File: src/rtl/prefix_sum_stage.sv
// Completion stage for the pipelined KGP prefix adder: delays a^b to match the
// prefix latency, merges it with the resolved carries and registers the flags.
module prefix_sum_stage #(
  parameter int WIDTH = 64,
  parameter int LAT   = 5
) (
  input  logic               clk,
  input  logic               reset,
  input  logic               in_valid,
  input  logic [WIDTH-1:0]   a,
  input  logic [WIDTH-1:0]   b,
  input  logic [2*WIDTH-1:0] carry_kgp,
  output logic               out_valid,
  output logic [WIDTH-1:0]   sum,
  output logic               carry_out,
  output logic               overflow,
  output logic               zero,
  output logic [3:0]         inflight
);

  // vld_pipe[LAT-1:0] is the propagate delay line, vld_pipe[LAT] is out_valid
  logic [LAT:0]                 vld_pipe_q, vld_pipe_d;
  logic [LAT-1:0][WIDTH-1:0]    p_pipe_q, p_pipe_d;
  logic [WIDTH-1:0]             sum_q, sum_d;
  logic                         carry_out_q, carry_out_d;
  logic                         overflow_q, overflow_d;
  logic                         zero_q, zero_d;
  logic [3:0]                   inflight_q, inflight_d;
  logic [WIDTH:0]               c;
  logic                         tail_vld;
  logic [WIDTH-1:0]             tail_p;

  assign tail_vld = vld_pipe_q[LAT-1];
  assign tail_p   = p_pipe_q[LAT-1];

  // Only the 2'b11 pair encodes a resolved carry; no carry-in at bit 0
  always_comb begin
    c    = '0;
    c[0] = 1'b0;
    for (int i = 0; i < WIDTH; i++)
      c[i+1] = &carry_kgp[2*i+1 -: 2];
  end

  always_comb begin
    vld_pipe_d = {vld_pipe_q[LAT-1:0], in_valid};
    p_pipe_d    = p_pipe_q;
    p_pipe_d[0] = a ^ b;
    for (int i = 1; i < LAT; i++)
      p_pipe_d[i] = p_pipe_q[i-1];
  end

  // carry_kgp is only looked at when the tail holds a live operation
  always_comb begin
    sum_d       = sum_q;
    carry_out_d = carry_out_q;
    overflow_d  = overflow_q;
    zero_d      = zero_q;
    if (tail_vld) begin
      sum_d       = tail_p ^ c[WIDTH-1:0];
      carry_out_d = c[WIDTH];
      overflow_d  = c[WIDTH] ^ c[WIDTH-1];
      zero_d      = ~|(tail_p ^ c[WIDTH-1:0]);
    end
  end

  always_comb begin
    inflight_d = inflight_q;
    case ({in_valid, vld_pipe_q[LAT]})
      2'b10:   inflight_d = inflight_q + 4'd1;
      2'b01:   inflight_d = inflight_q - 4'd1;
      default: inflight_d = inflight_q;
    endcase
  end

  always_ff @(posedge clk) begin
    if (reset) begin
      vld_pipe_q  <= '0;
      p_pipe_q    <= '0;
      sum_q       <= '0;
      carry_out_q <= 1'b0;
      overflow_q  <= 1'b0;
      zero_q      <= 1'b0;
      inflight_q  <= '0;
    end else begin
      vld_pipe_q  <= vld_pipe_d;
      p_pipe_q    <= p_pipe_d;
      sum_q       <= sum_d;
      carry_out_q <= carry_out_d;
      overflow_q  <= overflow_d;
      zero_q      <= zero_d;
      inflight_q  <= inflight_d;
    end
  end

  assign out_valid = vld_pipe_q[LAT];
  assign sum       = sum_q;
  assign carry_out = carry_out_q;
  assign overflow  = overflow_q;
  assign zero      = zero_q;
  assign inflight  = inflight_q;

endmodule

File: config.mk
export PLATFORM = sky130hd
export DESIGN_NAME = prefix_sum_stage
export DESIGN_NICKNAME = d
export VERILOG_FILES = /design/src/rtl/prefix_sum_stage.sv
export SDC_FILE = /design/constraint.sdc
export NUM_CORES = 1
export LEC_CHECK = 0
export ABC_AREA = 1
export BUFFER_PORTS_ARGS = -buffer_cell sky130_fd_sc_hd__buf_4
export CAP_MARGIN = 20
export CORE_AREA = 3 3 159 161
export DETAILED_ROUTE_END_ITERATION = 16
export DIE_AREA = 0 0 162 164
export PLACE_DENSITY = 0.84
export SLEW_MARGIN = 30
export SYNTH_ARGS = -nofsm -noshare
export SYNTH_HDL_FRONTEND = slang
export SYNTH_SLANG_ARGS = --single-unit
export TNS_END_PERCENT = 100
File: constraint.sdc
create_clock -name clk -period 3.8 [get_ports clk]
set_input_delay 0.38 -clock clk [delete_from_list [all_inputs] [get_ports clk]]
set_output_delay 0.38 -clock clk [all_outputs]
set_load 0.005 [all_outputs]
# [Word-level counts from Yosys, hierarchy flattened]
# Index checks and enable logic that the tools add are counted.
[word_totals] in_bits=259 output_inout_bits=72 wordCells=86 ff_bits=397
[classes] reduce_logical=67 n_addsub=2 n_eq_ne=2 n_bitwise=3 muxes=1
[op_table] operator="2-bit AND reduction" count=64
[op_table] operator="64-bit bitwise XOR" count=2
[op_table] operator="64-bit OR reduction" count=1
[op_table] operator="4-bit case mux with 2 select lines" count=1
[op_table] operator="4-bit by 1-bit adder with 4-bit output, second input constant" count=1
[op_table] operator="4-bit by 1-bit subtractor with 4-bit output, second input constant" count=1
[op_table] operator="2-bit by 1-bit == test with 1-bit output, second input constant" count=1
[op_table] operator="2-bit == test, second input constant" count=1
[op_table] operator="2-bit nonzero test" count=1
[op_table] operator="1-bit logical NOT" count=1
[op_table] operator="1-bit bitwise XOR" count=1

# [Logic depth before layout (Yosys ltp)]
# Gate-level depths: netlist (run 1).
[depth] word_depth=4 mapped_depth=11 ltp_nobuf=11

# [Least setup slack after synthesis (run 1)]
# Ideal clock, no wire load.
[synth_timing] kind="input port to flip-flop" from="in in_valid" to="reg inflight_q[3] (netlist: inflight[3])" n_path_buf=0 slack_ps=2193 t_required_ps=3681 stages=11 setup_time_ps=119 arrival_ps=1487 cell_sequence="inv_1 ha_1 ha_1 nand2_1 nand2_1 a21oi_1 nor2_1 nor2_1 nand2_1 o21ai_0 a21oi_1"
[synth_between] elab_chain_cells=2 word_cells_on_any_way=4 cone_classes="2 x eq/ne; 1 x mux; 1 x reduce/logical"
[synth_lines] element="start: declaration" line="9" source="input logic in_valid,"
[synth_lines] element="2-bit by 1-bit == test with 1-bit output or 2-bit == test (tied branches)" line="68" source="case ({in_valid, vld_pipe_q[LAT]})"
[synth_lines] element="4-bit case mux with 2 select lines or 2-bit nonzero test (tied branches)"
[synth_lines] element="end signal: assignment" line="91" source="inflight_q <= inflight_d;"
[synth_lines] element="end: declaration" line="28" source="logic [3:0] inflight_q, inflight_d;"
# Parallel ways exist; a longest one is shown, timed or not.
# A chain may end at the register's enable or synchronous reset.

# [Final worst setup path (run 1)]
[layout_timing] from="reg vld_pipe_q[5]" to="reg inflight_q[3] (netlist: inflight[3])"
[layout_between] elab_chain_cells=2 word_cells_on_any_way=4 cone_classes="2 x eq/ne; 1 x mux; 1 x reduce/logical"
[layout_lines] element="start: declaration" line="22" source="logic [LAT:0] vld_pipe_q, vld_pipe_d;"
[layout_lines] element="start signal: assignment" line="85" source="vld_pipe_q <= vld_pipe_d;"
[layout_lines] element="2-bit by 1-bit == test with 1-bit output or 2-bit == test (tied branches)" line="68"
[layout_lines] element="4-bit case mux with 2 select lines or 2-bit nonzero test (tied branches)"
# Parallel ways exist; a longest one is shown, timed or not.

==> results.toml, run 1 <==
[outcome]
outcome = "complete, no violations"

[timing]
hold_viol = 0
timing.final.max_slew_violations = 0
fin_crit_ps = 1619
rsz0062_at_grt = "no"
clock_skew_ps = 11.93
fmax_ghz = 0.6176
slew_headroom_pct = 47.75
setup_violations = 0
fin_crit_sh_pct = 42.61
setup_tns_ps = 0
worstMarginPinSlew_ps = 783.7

[logic_synthesis]
syn_inst = 1754
yosys_warnings = 0
synth.area.top_cells = "dfxtp_1 58%, nor2_1 14%, inv_1 10%, nand2_1 5.9%, xnor2_1 4.2%"
syn_area_per_cell_um2 = 7.793
syn_nets = 2017
yosysTopAreaCell = "dfxtp_1"
synth_cell_type_count = 20
ys_seq_area_share_pct = 58.14
ys_ff_latch = 397
synth_top_area_share_pct = 58.14
netlist_area_mm2 = 0.01367

[clock_network]
clock_path_buffers = 3
clock_sinks = 397
numCtsBuffers = 39
post_cts_resized = 0
cts_hold_buffers = 0
htree_levels = 2
postCtsSetupRepairBufs = 0
worst_skew_pair.late_latency_ps = 500
cts_root_buffer = "clkbuf_16"
cts_tree = "built"
cts.clk_slew.worst_paths_ps = 60

[cells_and_area]
finalInstanceArea_mm2 = 0.01768
drive_gt1_share_pct = 18.94
nFillCells = 1775
fin_nets = 2337
n_antenna_cell = 0
mostFrequentLayoutCell = "nor2_1"
area_delta_synth_final_pct = 29.31
seqCellArea_mm2 = 0.007949
layout_common_cells = "498 x nor2_1, 396 x dfxtp_1, 372 x inv_1"
multi_input_area_mm2 = 0.004086

[routing]
vias = 10750
drc = 0
drtIter0Drc = 599
routed_wl_mm = 27.98
routedWlPerCell_um = 11.54
via_per_inst = 4.433
drt_first_pass_iters = 5
ant_nets = 0

[floorplanning]
die_h_um = 164
core-area_mm2 = 0.02411
num_io_pins = 331
die_w_um = 162
fp-row-count = 57
dieArea_mm2 = 0.02657
start_util_pct = 56.71

[worst_setup_path]
worstPathRequired_ps = 4200
worst_setup_path_start_kind = "flip-flop"
critPathMaxFanout = 3
cp.arrival_ps = 2020
end_kind = "flip-flop"
critical_path_class = "reg2reg"

[pwr]
power_density_mw_per_mm2 = 492.5
vdd_drop_max_mv = 0.4717
leakage_nw = 8.486

[grt]
grt_busiest_layer = "met2"
grtUsageMet3_pct = 4.136
grt_pass1_vias = 10230
met2_usage_pct = 38.14
grt_pass1_wl_mm = 44.73
met1_usage_pct = 23.24
grt_max_degree = 130
overflow = 0
grt_usage_pct = 20.25
antenna_found_initial = 0

[place]
gp_congestion = 0.8322
io_buffers = 330
dpl.hpwl_mm = 19.97
place_area_mm2 = 0.01641

[run]
drv_cap = 0

[hold_path]
min_path_type = "in2reg"
[worst max-delay path: stages (launching register included)]
cell     delay (ps)
dfxtp_1         320
ha_1            210
ha_1            270
nand2_1          70
nand2_1          50
a21oi_1         160
nor2_1           60
nor2_1           80
nand2_1          70
o21ai_0         150
a21oi_1          60
[report_power, final]
part	total [mW]	leakage (nW)	internal, mW	switching (mW)
logic	0.634	4.63	0.329	0.305
registers	4.36	3.24	4.31	0.0453
clock network	3.72	0.619	2.24	1.47
total	8.71	8.49	6.88	1.82
[registers in the layout (all words and copies together) (netlist names)]
register and cells:
sum 64, tail_p 64, inflight 4, vld_pipe_q 6
zero 1, overflow 1, carry_out 1, p_pipe_d 256
[cell families (layout without fill, tap and decap cells)]
logic type,count (synthesis),after routing,synth area share (%)
DFF,397,397,58.14
xor gates and xnor gates,66,66,4.229
buffers and inverters,432,779,11.96
and+or+nand+nor,778,778,22.38
AOI/OAI and AO/OA,77,77,2.865
adders and majority gates,4,4,0.4211
[cells in the mapped netlist]
library cell and instances:
ha_1 3, inv_1 372, or2_1 1, o21ai_0 69, buf_6 1, xnor2_1 65, buf_2 2, o211a_1 1
nand3_1 40, a21oi_1 6, buf_4 1, nor2_1 498, fa_1 1, inv_2 1, nand3b_1 23, xor2_1 1
nand2_1 216, dfxtp_1 397, a31oi_1 1, clkbuf_1 55
[final cells by class]
| class | count | share of cell area [%] |
|---|---|---|
| clock buffer | 58 | 6.562 |
| multi-input combinational | 925 | 23.12 |
| tap | 324 | 2.293 |
| timing repair buffer | 338 | 14.54 |
| inverter | 373 | 7.921 |
| sequential | 397 | 44.97 |
| clock inverter | 10 | 0.5946 |
[final timing paths]
check / slack, ps / cells past startpoint / to / startpoint
worst min register to register: 390 / 2 / p_pipe_d[161] / p_pipe_d[97]
worst max-delay path: 2180 / 10 / inflight[3] / vld_pipe_q[5]
worst min-delay path: 100 / 3 / p_pipe_d[123] / a[59]
worst max register to register: 2180 / 10 / inflight[3] / vld_pipe_q[5]
[metrics by stage]
step | utilization, % | cells | hold slack [ps] | worst slack, ps | total power, mW
finish | 73.33 | 2425 | 102.2 | 2181 | 8.706
global route | 73.33 | 2425 | 88.35 | 2006 | 9.053
CTS | 73.33 | 2425 | 84.79 | 2201 | 8.794
detailed placement | 68.08 | 2357 | 391.6 | 2009 | 5.083
global placement | 68.08 | 2357 | 382.9 | 2028 | 5.057
floorplan | - | 1754 | 388.3 | 2193 | 4.743
[routing by layer]
layer | wire [um] | vias to the layer above
met5 | 0 | -
met2 | 14600 | 284
met3 | 1651 | 53
met1 | 11190 | 4747
li1 | - | 5665
met4 | 535 | 0
(Power assumes the default switching activity.)
==> inputs of run 2 (changes only) <==
--- a/config.mk
+++ b/config.mk
@@ -8,10 +8,10 @@
 export ABC_AREA = 1
 export BUFFER_PORTS_ARGS = -buffer_cell sky130_fd_sc_hd__buf_4
 export CAP_MARGIN = 20
-export CORE_AREA = 3 3 159 161
+export CORE_AREA = 3 3 173 175
 export DETAILED_ROUTE_END_ITERATION = 16
-export DIE_AREA = 0 0 162 164
-export PLACE_DENSITY = 0.84
+export DIE_AREA = 0 0 176 178
+export PLACE_DENSITY = 0.75
 export SLEW_MARGIN = 30
 export SYNTH_ARGS = -nofsm -noshare
 export SYNTH_HDL_FRONTEND = slang
==> constraint.sdc (replaced) <==
create_clock -name clk -period 1.45 [get_ports clk]
set_input_delay 0.145 -clock clk [delete_from_list [all_inputs] [get_ports clk]]
set_output_delay 0.145 -clock clk [all_outputs]
set_load 0.005 [all_outputs]
==> run 2 against run 1 <==
- the run now ends with negative setup slack left
- cell count is 11% higher
- die area grew 18%
- worst hold slack got worse by 91 ps
- critical path type unchanged
- largest power group unchanged
- highest routed layer is now met5
==> results.toml, run 2 (synthesized netlist as in run 1, its figures left out) <==
[outcome]
outcome = "finished, violations left"
violations = "negative setup slack"

[timing]
timing.final.max_slew_violations = 0
fmax_ghz = 0.6405
setup_ws_ps = -111.2
clock_skew_ps = 11.33
slew_headroom_pct = 65.60
hold_viol = 0
worstMarginPinSlew_ps = 516.0
fin_crit_sh_pct = 107.7
rsz0062_at_grt = "yes"
fin_crit_ps = 1561
setup_violations = 2

[routing]
routedWlPerCell_um = 12.88
vias = 11840
drc = 0
ant_nets = 0
drtIter0Drc = 561
via_per_inst = 4.415
routed_wl_mm = 34.55
drt_first_pass_iters = 5

[pwr]
p_switching_mw = 5.060
seq_power_share_pct = 48.1
power_density_mw_per_mm2 = 1192
p_sw_share_pct = 21.31
pwr-share-clk_pct = 42.0
leakage_nw = 9.401
intPower_mw = 18.68
pwr-share-comb_pct = 9.9
vdd_drop_max_mv = 0.8848
p_total_mw = 23.74

[place]
gp_congestion = 0.8486
place_area_mm2 = 0.01661
dpl.hpwl_mm = 20.69
dp_slack_ps = -310.8
io_buffers = 330

[clock_network]
htree_levels = 2
clock_path_buffers = 3
clock_sinks = 397
cts_root_buffer = "clkbuf_16"
cts.clk_slew.worst_paths_ps = 60
cts_tree = "built"
numCtsBuffers = 40
worst_skew_pair.late_latency_ps = 510

[worst_setup_path]
cp.arrival_ps = 1960
critical_path_class = "reg2reg"
regToRegSetupSlack_ps = -110
crit_chain = "ha_4 > ha_4 > nand2_2 > nand2_2 > a21oi_4 > nor2_2 > nor2_1 > nand2_1 > o21ai_1 > a21oi_1"
critPathMaxFanout = 3
slowest_stage = "dfxtp_2"
end_kind = "flip-flop"
slowest_delay_ps = 330
worstPathRequired_ps = 1850
r2r_cells = 10
reg2reg_to = "inflight[3]"
reg2reg_from = "vld_pipe_q[5]"
worst_setup_path_start_kind = "flip-flop"

[cells_and_area]
area_delta_synth_final_pct = 45.68
mostFrequentLayoutCell = "nor2_1"
final_util_pct = 69.57
fin_nets = 2535
nFillCells = 2076
finalInstanceArea_mm2 = 0.01991
drive_gt1_share_pct = 18.89
n_antenna_cell = 0
largest_register_ffs = 256
layout_common_cells = "492 x nor2_1, 390 x dfxtp_1, 371 x inv_1"

[floorplanning]
num_io_pins = 331
dieArea_mm2 = 0.03133
core-area_mm2 = 0.02863
fp-row-count = 62
die_w_um = 176
start_util_pct = 47.75
die_h_um = 178

[hold_path]
hold_end = "sum[45]"
min_path_type = "in2reg"
holdPathStages = 5
hold_path.startpoint = "carry_kgp[88]"

[grt]
antenna_found_initial = 1
grt_pass1_wl_mm = 55.30
grt_usage_pct = 21.50
grt_pass1_vias = 12200
overflow = 0
grt_max_degree = 69

[run]
drv_cap = 0
==> run 2: changes by cell type in the layout (fill, tap and decap cells not counted), moves of 4 or more <==
cell           change
nor2_2             +4
nand2_2            +5
buf_12             +6
clkbuf_1           -4
dfxtp_2            +6
o21ai_0           -17
dlygate4sd3_1    +189
o21ai_1           +16
nor2_1             -6
nand2_1            -5
dfxtp_1            -6
==> run 2: timing repair <==
item,in CTS,in global routing
cloned,0,0
hold buffers,189,0
hold endpoints to repair,107,0
gates resized for setup,12,32
setup buffers,1,1
setup endpoints to repair,3,19
pin swaps,11,10
==> run 2: per-stage QoR <==
stage / setup TNS (ps) / hold slack (ps) / std cells
floorplan: 0 / 275.6 / 1754
detailed placement: -505.2 / 385.3 / 2423
CTS: -143.5 / 0.3940 / 2681
global route: -414.4 / 18.89 / 2682
global placement: -301.5 / 377.1 / 2423
finish: -146.9 / 11.63 / 2682
==> run 2: power by group through the flow <==
stage | clock network (mW) | logic, mW | registers, mW
global placement | 0 | 1.67 | 11.6
detailed placement | 0 | 1.72 | 11.6
floorplan | 0 | 0.807 | 11.6
finish | 9.98 | 2.34 | 11.4
CTS | 10.2 | 2.27 | 11.4
global route | 10.7 | 2.58 | 11.5
==> run 2: layer usage <==
| metal | up-vias | wire length [um] | global-route usage (%) |
|---|---|---|---|
| met3 | 110 | 2019 | 4.789 |
| met2 | 362 | 18120 | 40.87 |
| met1 | 5297 | 12900 | 22.55 |
| met5 | - | 11 | 0 |
| li1 | 6071 | - | - |
| met4 | 2 | 1504 | 9.733 |
==> run 2: how the worst max path moves through the flow <==
stage | slack (ps) | endpoint | depth (start not counted) | start
after floorplan | 9 | inflight[3] | 10 | vld_pipe_q[5]
after global placement | -300 | zero | 9 | vld_pipe_q[4]
after detailed placement | -310 | zero | 9 | vld_pipe_q[4]
after CTS | -110 | inflight[3] | 10 | vld_pipe_q[5]
after global routing | -190 | inflight[3] | 10 | vld_pipe_q[5]
final | -110 | inflight[3] | 10 | vld_pipe_q[5]
==> run 2: area by class of cell <==
type / count / area [um^2] / area share [%]
Clock inverter: 11 / 111.4 / 0.5592
Inverter: 373 / 1400 / 7.031
Timing Repair Buffer: 535 / 4601 / 23.10
Sequential cell: 397 / 7956 / 39.95
Clock buffer: 57 / 1186 / 5.956
Tap cell: 384 / 480.5 / 2.413
Multi-Input combinational cell: 925 / 4179 / 20.99
==> run 2: critical path: cells and delay by family, from the launching register on <==
kind	cells	cell delay, ps
AO/OA/AOI/OAI	3	330
adder cells (fa/ha/maj)	2	400
flip-flops	1	330
AND/OR/NAND/NOR	5	400
